**config.mk**
```make
export PLATFORM = sky130hd
export DESIGN_NAME = instruction_streamer_flat
export DESIGN_NICKNAME = d
export VERILOG_FILES = /design/src/rtl/instruction_streamer_if.sv /design/src/rtl/instruction_streamer.sv /design/src/flat_wrapper.sv
export SDC_FILE = /design/constraint.sdc
export NUM_CORES = 2
export LEC_CHECK = 0
export BUFFER_PORTS_ARGS = -buffer_cell sky130_fd_sc_hd__clkbuf_2
export CORE_MARGIN = 10
export CORE_UTILIZATION = 45
export CTS_CLUSTER_DIAMETER = 120
export DETAILED_ROUTE_END_ITERATION = 7
export MAX_ROUTING_LAYER = met4
export SKIP_CTS_REPAIR_TIMING = 1
export SKIP_LAST_GASP = 1
export SYNTH_ARGS = -nofsm -noshare
export SYNTH_HDL_FRONTEND = slang
export SYNTH_SLANG_ARGS = --single-unit
```
**constraint.sdc**
```tcl
create_clock -name clock_in -period 7 [get_ports clock_in]
set_clock_uncertainty 0.05 [all_clocks]
set_input_delay 2.1 -clock clock_in [delete_from_list [all_inputs] [get_ports clock_in]]
set_output_delay 2.1 -clock clock_in [all_outputs]
set_load 0.01 [all_outputs]
```
**src/rtl/instruction_streamer_if.sv**
```systemverilog
// Bus between the host/load path, the instruction streamer and the cpu core.
// The master side loads and controls the streamer and consumes the stream.
// The slave side is the streamer itself.
interface instruction_streamer_if #(
    parameter int INSTRUCTION_WIDTH  = 32,
    parameter int MAX_PROGRAM_LENGTH = 64,
    parameter int ADDR_WIDTH         = $clog2(MAX_PROGRAM_LENGTH),
    parameter int LOOP_COUNT_WIDTH   = 8
) ();
    // host load / control
    logic                         load_enable_in;
    logic [ADDR_WIDTH-1:0]        load_address_in;
    logic [INSTRUCTION_WIDTH-1:0] load_data_in;
    logic [ADDR_WIDTH:0]          program_length_in;
    logic                         loop_mode_in;
    logic [LOOP_COUNT_WIDTH-1:0]  loop_count_in;
    logic                         start_in;
    logic                         stop_in;
    logic                         stall_in;
    // stream towards the cpu and status
    logic [INSTRUCTION_WIDTH-1:0] current_instruction_out;
    logic                         instruction_valid_out;
    logic [ADDR_WIDTH-1:0]        program_counter_out;
    logic                         busy_out;
    logic                         done_out;
    logic                         error_out;

    modport master (
        output load_enable_in, load_address_in, load_data_in,
        output program_length_in, loop_mode_in, loop_count_in,
        output start_in, stop_in, stall_in,
        input  current_instruction_out, instruction_valid_out, program_counter_out,
        input  busy_out, done_out, error_out
    );

    modport slave (
        input  load_enable_in, load_address_in, load_data_in,
        input  program_length_in, loop_mode_in, loop_count_in,
        input  start_in, stop_in, stall_in,
        output current_instruction_out, instruction_valid_out, program_counter_out,
        output busy_out, done_out, error_out
    );
endinterface

```
**src/rtl/instruction_streamer.sv**
```systemverilog
// Instruction streamer: loadable program RAM that feeds the cpu one word per
// cycle, with stall back-pressure, stop/abort, program length and loop mode.
// The RAM is read combinationally so the registered output presents the word
// addressed by the next pc one cycle after start, with no gap between passes.
module instruction_streamer #(
    parameter int INSTRUCTION_WIDTH  = 32,
    parameter int MAX_PROGRAM_LENGTH = 64,
    parameter int ADDR_WIDTH         = $clog2(MAX_PROGRAM_LENGTH),
    parameter int LOOP_COUNT_WIDTH   = 8
) (
    input  logic                  clock_in,
    input  logic                  reset_n_in,
    instruction_streamer_if.slave bus
);

    localparam logic [ADDR_WIDTH:0] MAX_LEN = (ADDR_WIDTH+1)'(MAX_PROGRAM_LENGTH);

    typedef enum logic [1:0] {IDLE, RUN, DONE} state_t;

    state_t                       state_q, state_d;
    logic [ADDR_WIDTH-1:0]        pc_q, pc_d;
    logic [ADDR_WIDTH:0]          len_q, len_d;
    logic                         loop_mode_q, loop_mode_d;
    logic                         loop_inf_q, loop_inf_d;
    logic [LOOP_COUNT_WIDTH-1:0]  loop_cnt_q, loop_cnt_d;

    // output stage: _p0 is the value computed this cycle, _p1 the registered output
    logic [INSTRUCTION_WIDTH-1:0] instr_p0, instr_p1;
    logic                         vld_p0, vld_p1;
    logic                         done_p0, done_p1;
    logic                         error_p0, error_p1;

    logic [INSTRUCTION_WIDTH-1:0] mem [MAX_PROGRAM_LENGTH];
    logic                         addr_ok;
    logic                         wr_en;
    logic                         at_last;
    logic                         len_ok;
    logic [ADDR_WIDTH-1:0]        rd_addr;
    logic [INSTRUCTION_WIDTH-1:0] rd_data;

    // Decode of write permission, pass end and start-length legality.
    always_comb begin
        addr_ok = ({1'b0, bus.load_address_in} < MAX_LEN);
        wr_en   = bus.load_enable_in && (state_q == IDLE) && addr_ok;
        at_last = ({1'b0, pc_q} == (len_q - 1'b1));
        len_ok  = (bus.program_length_in != '0) && (bus.program_length_in <= MAX_LEN);
    end

    // Address of the word to present at the next edge; a same-cycle write to
    // that address is forwarded so a load+start streams the freshly written word.
    always_comb begin
        rd_addr = '0;
        if (state_q == RUN && !at_last) begin
            rd_addr = pc_q + 1'b1;
        end
        rd_data = mem[rd_addr];
        if (wr_en && (bus.load_address_in == rd_addr)) begin
            rd_data = bus.load_data_in;
        end
    end

    // Program RAM write port; contents survive reset.
    always_ff @(posedge clock_in) begin
        if (wr_en) begin
            mem[bus.load_address_in] <= bus.load_data_in;
        end
    end

    // Next-state and next-output logic of the streaming FSM.
    always_comb begin
        state_d     = state_q;
        pc_d        = pc_q;
        len_d       = len_q;
        loop_mode_d = loop_mode_q;
        loop_inf_d  = loop_inf_q;
        loop_cnt_d  = loop_cnt_q;
        instr_p0    = instr_p1;
        vld_p0      = vld_p1;
        done_p0     = 1'b0;
        error_p0    = bus.load_enable_in && !wr_en;

        case (state_q)
            IDLE: begin
                if (bus.start_in) begin
                    if (len_ok) begin
                        state_d     = RUN;
                        pc_d        = '0;
                        len_d       = bus.program_length_in;
                        loop_mode_d = bus.loop_mode_in;
                        loop_inf_d  = bus.loop_mode_in && (bus.loop_count_in == '0);
                        loop_cnt_d  = bus.loop_count_in;
                        instr_p0    = rd_data;
                        vld_p0      = 1'b1;
                    end else begin
                        error_p0 = 1'b1;
                    end
                end
            end
            RUN: begin
                if (bus.stop_in) begin
                    state_d  = IDLE;
                    pc_d     = '0;
                    instr_p0 = '0;
                    vld_p0   = 1'b0;
                end else if (!bus.stall_in) begin
                    if (at_last) begin
                        if (loop_mode_q && (loop_inf_q || loop_cnt_q != '0)) begin
                            pc_d     = '0;
                            instr_p0 = rd_data;
                            if (!loop_inf_q) begin
                                loop_cnt_d = loop_cnt_q - 1'b1;
                            end
                        end else begin
                            state_d  = DONE;
                            pc_d     = '0;
                            instr_p0 = '0;
                            vld_p0   = 1'b0;
                        end
                    end else begin
                        pc_d     = pc_q + 1'b1;
                        instr_p0 = rd_data;
                    end
                end
            end
            DONE: begin
                state_d = IDLE;
                done_p0 = 1'b1;
            end
            default: begin
                state_d  = IDLE;
                instr_p0 = '0;
                vld_p0   = 1'b0;
            end
        endcase
    end

    // State, counters and registered outputs; everything clears at once on reset.
    always_ff @(posedge clock_in or negedge reset_n_in) begin
        if (!reset_n_in) begin
            state_q     <= IDLE;
            pc_q        <= '0;
            len_q       <= '0;
            loop_mode_q <= 1'b0;
            loop_inf_q  <= 1'b0;
            loop_cnt_q  <= '0;
            instr_p1    <= '0;
            vld_p1      <= 1'b0;
            done_p1     <= 1'b0;
            error_p1    <= 1'b0;
        end else begin
            state_q     <= state_d;
            pc_q        <= pc_d;
            len_q       <= len_d;
            loop_mode_q <= loop_mode_d;
            loop_inf_q  <= loop_inf_d;
            loop_cnt_q  <= loop_cnt_d;
            instr_p1    <= instr_p0;
            vld_p1      <= vld_p0;
            done_p1     <= done_p0;
            error_p1    <= error_p0;
        end
    end

    assign bus.current_instruction_out = instr_p1;
    assign bus.instruction_valid_out   = vld_p1;
    assign bus.program_counter_out     = pc_q;
    assign bus.busy_out                = (state_q == RUN);
    assign bus.done_out                = done_p1;
    assign bus.error_out               = error_p1;

endmodule

```
**src/flat_wrapper.sv**
```systemverilog
// flat-port wrapper written by rule: the top's interface ports become plain ports
module instruction_streamer_flat 
#(
    parameter int INSTRUCTION_WIDTH  = 32,
    parameter int MAX_PROGRAM_LENGTH = 64,
    parameter int ADDR_WIDTH         = $clog2(MAX_PROGRAM_LENGTH),
    parameter int LOOP_COUNT_WIDTH   = 8
)
  (clock_in, reset_n_in, bus_load_enable_in, bus_load_address_in, bus_load_data_in, bus_program_length_in, bus_loop_mode_in, bus_loop_count_in, bus_start_in, bus_stop_in, bus_stall_in, bus_current_instruction_out, bus_instruction_valid_out, bus_program_counter_out, bus_busy_out, bus_done_out, bus_error_out);
  instruction_streamer_if #(.INSTRUCTION_WIDTH(INSTRUCTION_WIDTH), .MAX_PROGRAM_LENGTH(MAX_PROGRAM_LENGTH), .ADDR_WIDTH(ADDR_WIDTH), .LOOP_COUNT_WIDTH(LOOP_COUNT_WIDTH)) bus_i ();
  input  logic clock_in;
  input  logic reset_n_in;
  input wire logic [$bits(bus_i.load_enable_in)-1:0] bus_load_enable_in;
  input wire logic [$bits(bus_i.load_address_in)-1:0] bus_load_address_in;
  input wire logic [$bits(bus_i.load_data_in)-1:0] bus_load_data_in;
  input wire logic [$bits(bus_i.program_length_in)-1:0] bus_program_length_in;
  input wire logic [$bits(bus_i.loop_mode_in)-1:0] bus_loop_mode_in;
  input wire logic [$bits(bus_i.loop_count_in)-1:0] bus_loop_count_in;
  input wire logic [$bits(bus_i.start_in)-1:0] bus_start_in;
  input wire logic [$bits(bus_i.stop_in)-1:0] bus_stop_in;
  input wire logic [$bits(bus_i.stall_in)-1:0] bus_stall_in;
  output wire logic [$bits(bus_i.current_instruction_out)-1:0] bus_current_instruction_out;
  output wire logic [$bits(bus_i.instruction_valid_out)-1:0] bus_instruction_valid_out;
  output wire logic [$bits(bus_i.program_counter_out)-1:0] bus_program_counter_out;
  output wire logic [$bits(bus_i.busy_out)-1:0] bus_busy_out;
  output wire logic [$bits(bus_i.done_out)-1:0] bus_done_out;
  output wire logic [$bits(bus_i.error_out)-1:0] bus_error_out;
  assign bus_i.load_enable_in = bus_load_enable_in;
  assign bus_i.load_address_in = bus_load_address_in;
  assign bus_i.load_data_in = bus_load_data_in;
  assign bus_i.program_length_in = bus_program_length_in;
  assign bus_i.loop_mode_in = bus_loop_mode_in;
  assign bus_i.loop_count_in = bus_loop_count_in;
  assign bus_i.start_in = bus_start_in;
  assign bus_i.stop_in = bus_stop_in;
  assign bus_i.stall_in = bus_stall_in;
  assign bus_current_instruction_out = bus_i.current_instruction_out;
  assign bus_instruction_valid_out = bus_i.instruction_valid_out;
  assign bus_program_counter_out = bus_i.program_counter_out;
  assign bus_busy_out = bus_i.busy_out;
  assign bus_done_out = bus_i.done_out;
  assign bus_error_out = bus_i.error_out;
  instruction_streamer #(.INSTRUCTION_WIDTH(INSTRUCTION_WIDTH), .MAX_PROGRAM_LENGTH(MAX_PROGRAM_LENGTH), .ADDR_WIDTH(ADDR_WIDTH), .LOOP_COUNT_WIDTH(LOOP_COUNT_WIDTH)) u_core (.clock_in(clock_in), .reset_n_in(reset_n_in), .bus(bus_i));
endmodule
```
==> reports/metrics.yaml <==
finalCritPeriodShare: 0.770
post-route-util: 0.513
multi_input_area_um2: 19400
io_pins: 102
cts.clk_slew.worst_paths_ps: 60
fin_nets: 5536
hold_path.class: "register to register"
hp-start: "u_core.bus.current_instruction_out[3]$_DFFE_PN0P_"
worst_ep_arrival_time_ps: 6050
final-setup-viol-count: 0
hold_viol: 0
required_ps: 7660
dr.pass1.iters: 6
synth_top_area_frac: 0.736
synth_compound_area_frac: 0.123
async_flop_share: 0.0285
grtUsageTotal: 0.275
slew_headroom: 0.0886
wl_mm: 281
num_vias: 52900
ys_ff_latch: 2108
tns_ps: 0
grt-ovfl-total: 0
synth_simple_gate_area_frac: 0.0514
antenna_found_initial: 13
viasPerCell: 6.50
dp.final_hpwl_mm: 168
syn_to_final_growth_pct: 13.8
worstSetupStartpointType: "register"
cts_max_path_buffers: 3
leakagePower_nw: 29.8
synth_seq_area_share: 0.754
htree_num_levels: 4
worst_slew_pin_slew_ps: 1360
fmaxAchievable_mhz: 186
synth-xor-area-share: 0.00147
worstPathMaxFanout: 18
crit_type: "register to register"
setup.worst_path.end_class: "register"
synth_top_family_by_area: "compound AO/OA/AOI/OAI gates"
placed_cells: 7739
slew_viol_final: 0
synth.top_cells.by_count: "edfxtp_1, nand2_1, mux2i_1"
period_minus_slack_ps: 5390
cts_tree: "yes"
grt_max_degree: 112
drive_gt1_frac: 0.149
initial_utilization: 0.451
reg2reg_slack_ps: 1610
synth_cell_types: 86
cp_slowest_cell: "a21oi_2"
path_delay_family: "compound AO/OA/AOI/OAI gates"
drt_iter0_markers: 8218
grt_pass1_vias: 50100
grt_pass1_wl_mm: 392
root_buffer: "clkbuf_16"
rsz0062_at_grt: "no"
fp.dieH_um: 451
seq_area_um2: 63000
status: "finished clean"
placementRows: 158
synth_nets: 5353
synthAdderAreaFrac: 0.000449
place_congestion: 0.906
power_per_cell_area_nw_per_um2: 295
synth_mux_area_frac: 0.0466
synth_enable_flop_cells: 2048
ir_worst_vdd_v: 0.000273
final_cell_count_no_fill: 8143
cp-startpoint: "u_core.len_q[0]$_DFFE_PN0P_"
detail-route-antenna-nets: 0
path_buf_inv: 2
yosys-top-cells-area: "edfxtp_1, mux2i_1, nand2_1, a211oi_1, a221oi_1"
netlist_area_um2: 83500
cp_cell_sequence: "inv_1, ha_1, xnor2_1, a221o_1, nand2_2, buf_4, a21oi_2, nand2_1, o41ai_1, a2bb2oi_1, o21ai_1"
dieArea_um2: 203000
avgSynthCellArea_um2: 15.8
clock_latency_ps: 890
synth_warnings: 0
portBuffers: 101
wl_per_cell_um: 34.5
core-area_um2: 185000
ys.flop_type: "edfxtp_1"
synth_top_cell_by_area: "edfxtp_1"
synth_most_common_cell: "edfxtp_1"
fillers: 15300
dieWidth_um: 451
numClockSinks: 2108
max_stage_delay_ps: 1030
maxCapViolCount: 0
cts_buffers: 212
remaining_drc_errors: 0
rr_startpoint: "u_core.len_q[0]$_DFFE_PN0P_"
synth_cells: 5290
-- metrics by stage --
stage / hold slack (ps) / instance area [µm²] / worst slack [ps] / power, mW
floorplan: 422 / 83500 / 605 / 15.8
global placement: 445 / 88300 / 1550 / 17.1
detailed placement: 463 / 88300 / 1500 / 17.1
CTS: 482 / 95000 / 1850 / 28.0
global route: 501 / 95000 / 1580 / 28.7
finish: 489 / 95000 / 1610 / 28.0
-- final timing paths --
kind                                                                       to  cells after the start
max in group asynchronous   u_core.bus.current_instruction_out[1]$_DFFE_PN0P_                      2
min                         u_core.bus.current_instruction_out[3]$_DFFE_PN0P_                      2
max reg2reg                u_core.bus.current_instruction_out[27]$_DFFE_PN0P_                     11
max                        u_core.bus.current_instruction_out[27]$_DFFE_PN0P_                     11
min in group asynchronous                       u_core.bus.done_out$_DFF_PN0_                      1
min reg2reg                 u_core.bus.current_instruction_out[3]$_DFFE_PN0P_                      2
-- flip-flops by register name, summed over array words and instances, names as in the netlist --
name and cells:
u_core.bus.error_out 1, u_core.mem 2048, u_core.bus.current_instruction_out 32, u_core.loop_mode_q 1
u_core.len_q 7, u_core.loop_inf_q 1, u_core.bus.done_out 1, u_core.loop_cnt_q 8
u_core.state_q 2, u_core.bus.program_counter_out 6, u_core.bus.instruction_valid_out 1
-- cell type report --
type	instances	share of cell area
repair buffers	355	0.0279
well taps	2480	0.0327
diodes	8	0.000211
clock buffers	277	0.0592
inverters	20	0.000869
multi-input cells	2776	0.204
clock inverters	119	0.0116
flip-flops and latches	2108	0.663
-- power breakdown --
| part | switching (mW) | internal [mW] |
|---|---|---|
| clock | 4.89 | 6.25 |
| combinational | 1.99 | 0.751 |
| sequential | 0.172 | 14.0 |
| total | 7.05 | 21.0 |
-- cells in the final DEF (no fill, tap or decap), types with 20 or more instances in the layout --
cell type and instances:
edfxtp_1 2048, nor3_1 25, nor2_1 74, clkbuf_2 100
buf_4 236, clkbuf_16 214, o211ai_1 63, a2bb2oi_1 35
nand3_1 81, o32a_1 29, a22oi_1 55, o21ai_0 128
nor2b_1 42, o221ai_1 40, or4_1 20, a211o_1 22
mux2i_1 295, clkbuf_1 60, a2111oi_0 27, a21oi_1 271
a31oi_1 58, clkinv_1 58, o22ai_1 39, nor2_4 65
a211oi_1 225, clkinv_2 30, o21ai_1 41, nor4_1 27
nand2_1 549, dfrtp_1 59, mux2_2 61, a32oi_1 21
a221oi_1 186
-- routing by layer --
metal	vias to the layer above	share of wire	GRT usage
met2	3571	0.46	0.410
met1	27100	0.39	0.368
met5	-	0	-
li1	21700	-	-
met4	0	0.043	0.104
met3	590	0.11	0.0617
-- worst register-to-register path: stages, from the launching register on --
cell and delay, ps:
dfrtp_1 460, inv_1 70, ha_1 260, xnor2_1 210
a221o_1 320, nand2_2 340, buf_4 400, a21oi_2 1040
nand2_1 920, o41ai_1 350, a2bb2oi_1 660, o21ai_1 180
-- logic make-up after synthesis --
group	count (synthesis)
simple gates	970
flops	2108
buf+inv	406
mux	367
xor+xnor	14
compound gates	1422
fa+ha+maj	3
No activity file was read; power rests on OpenSTA's default activity.
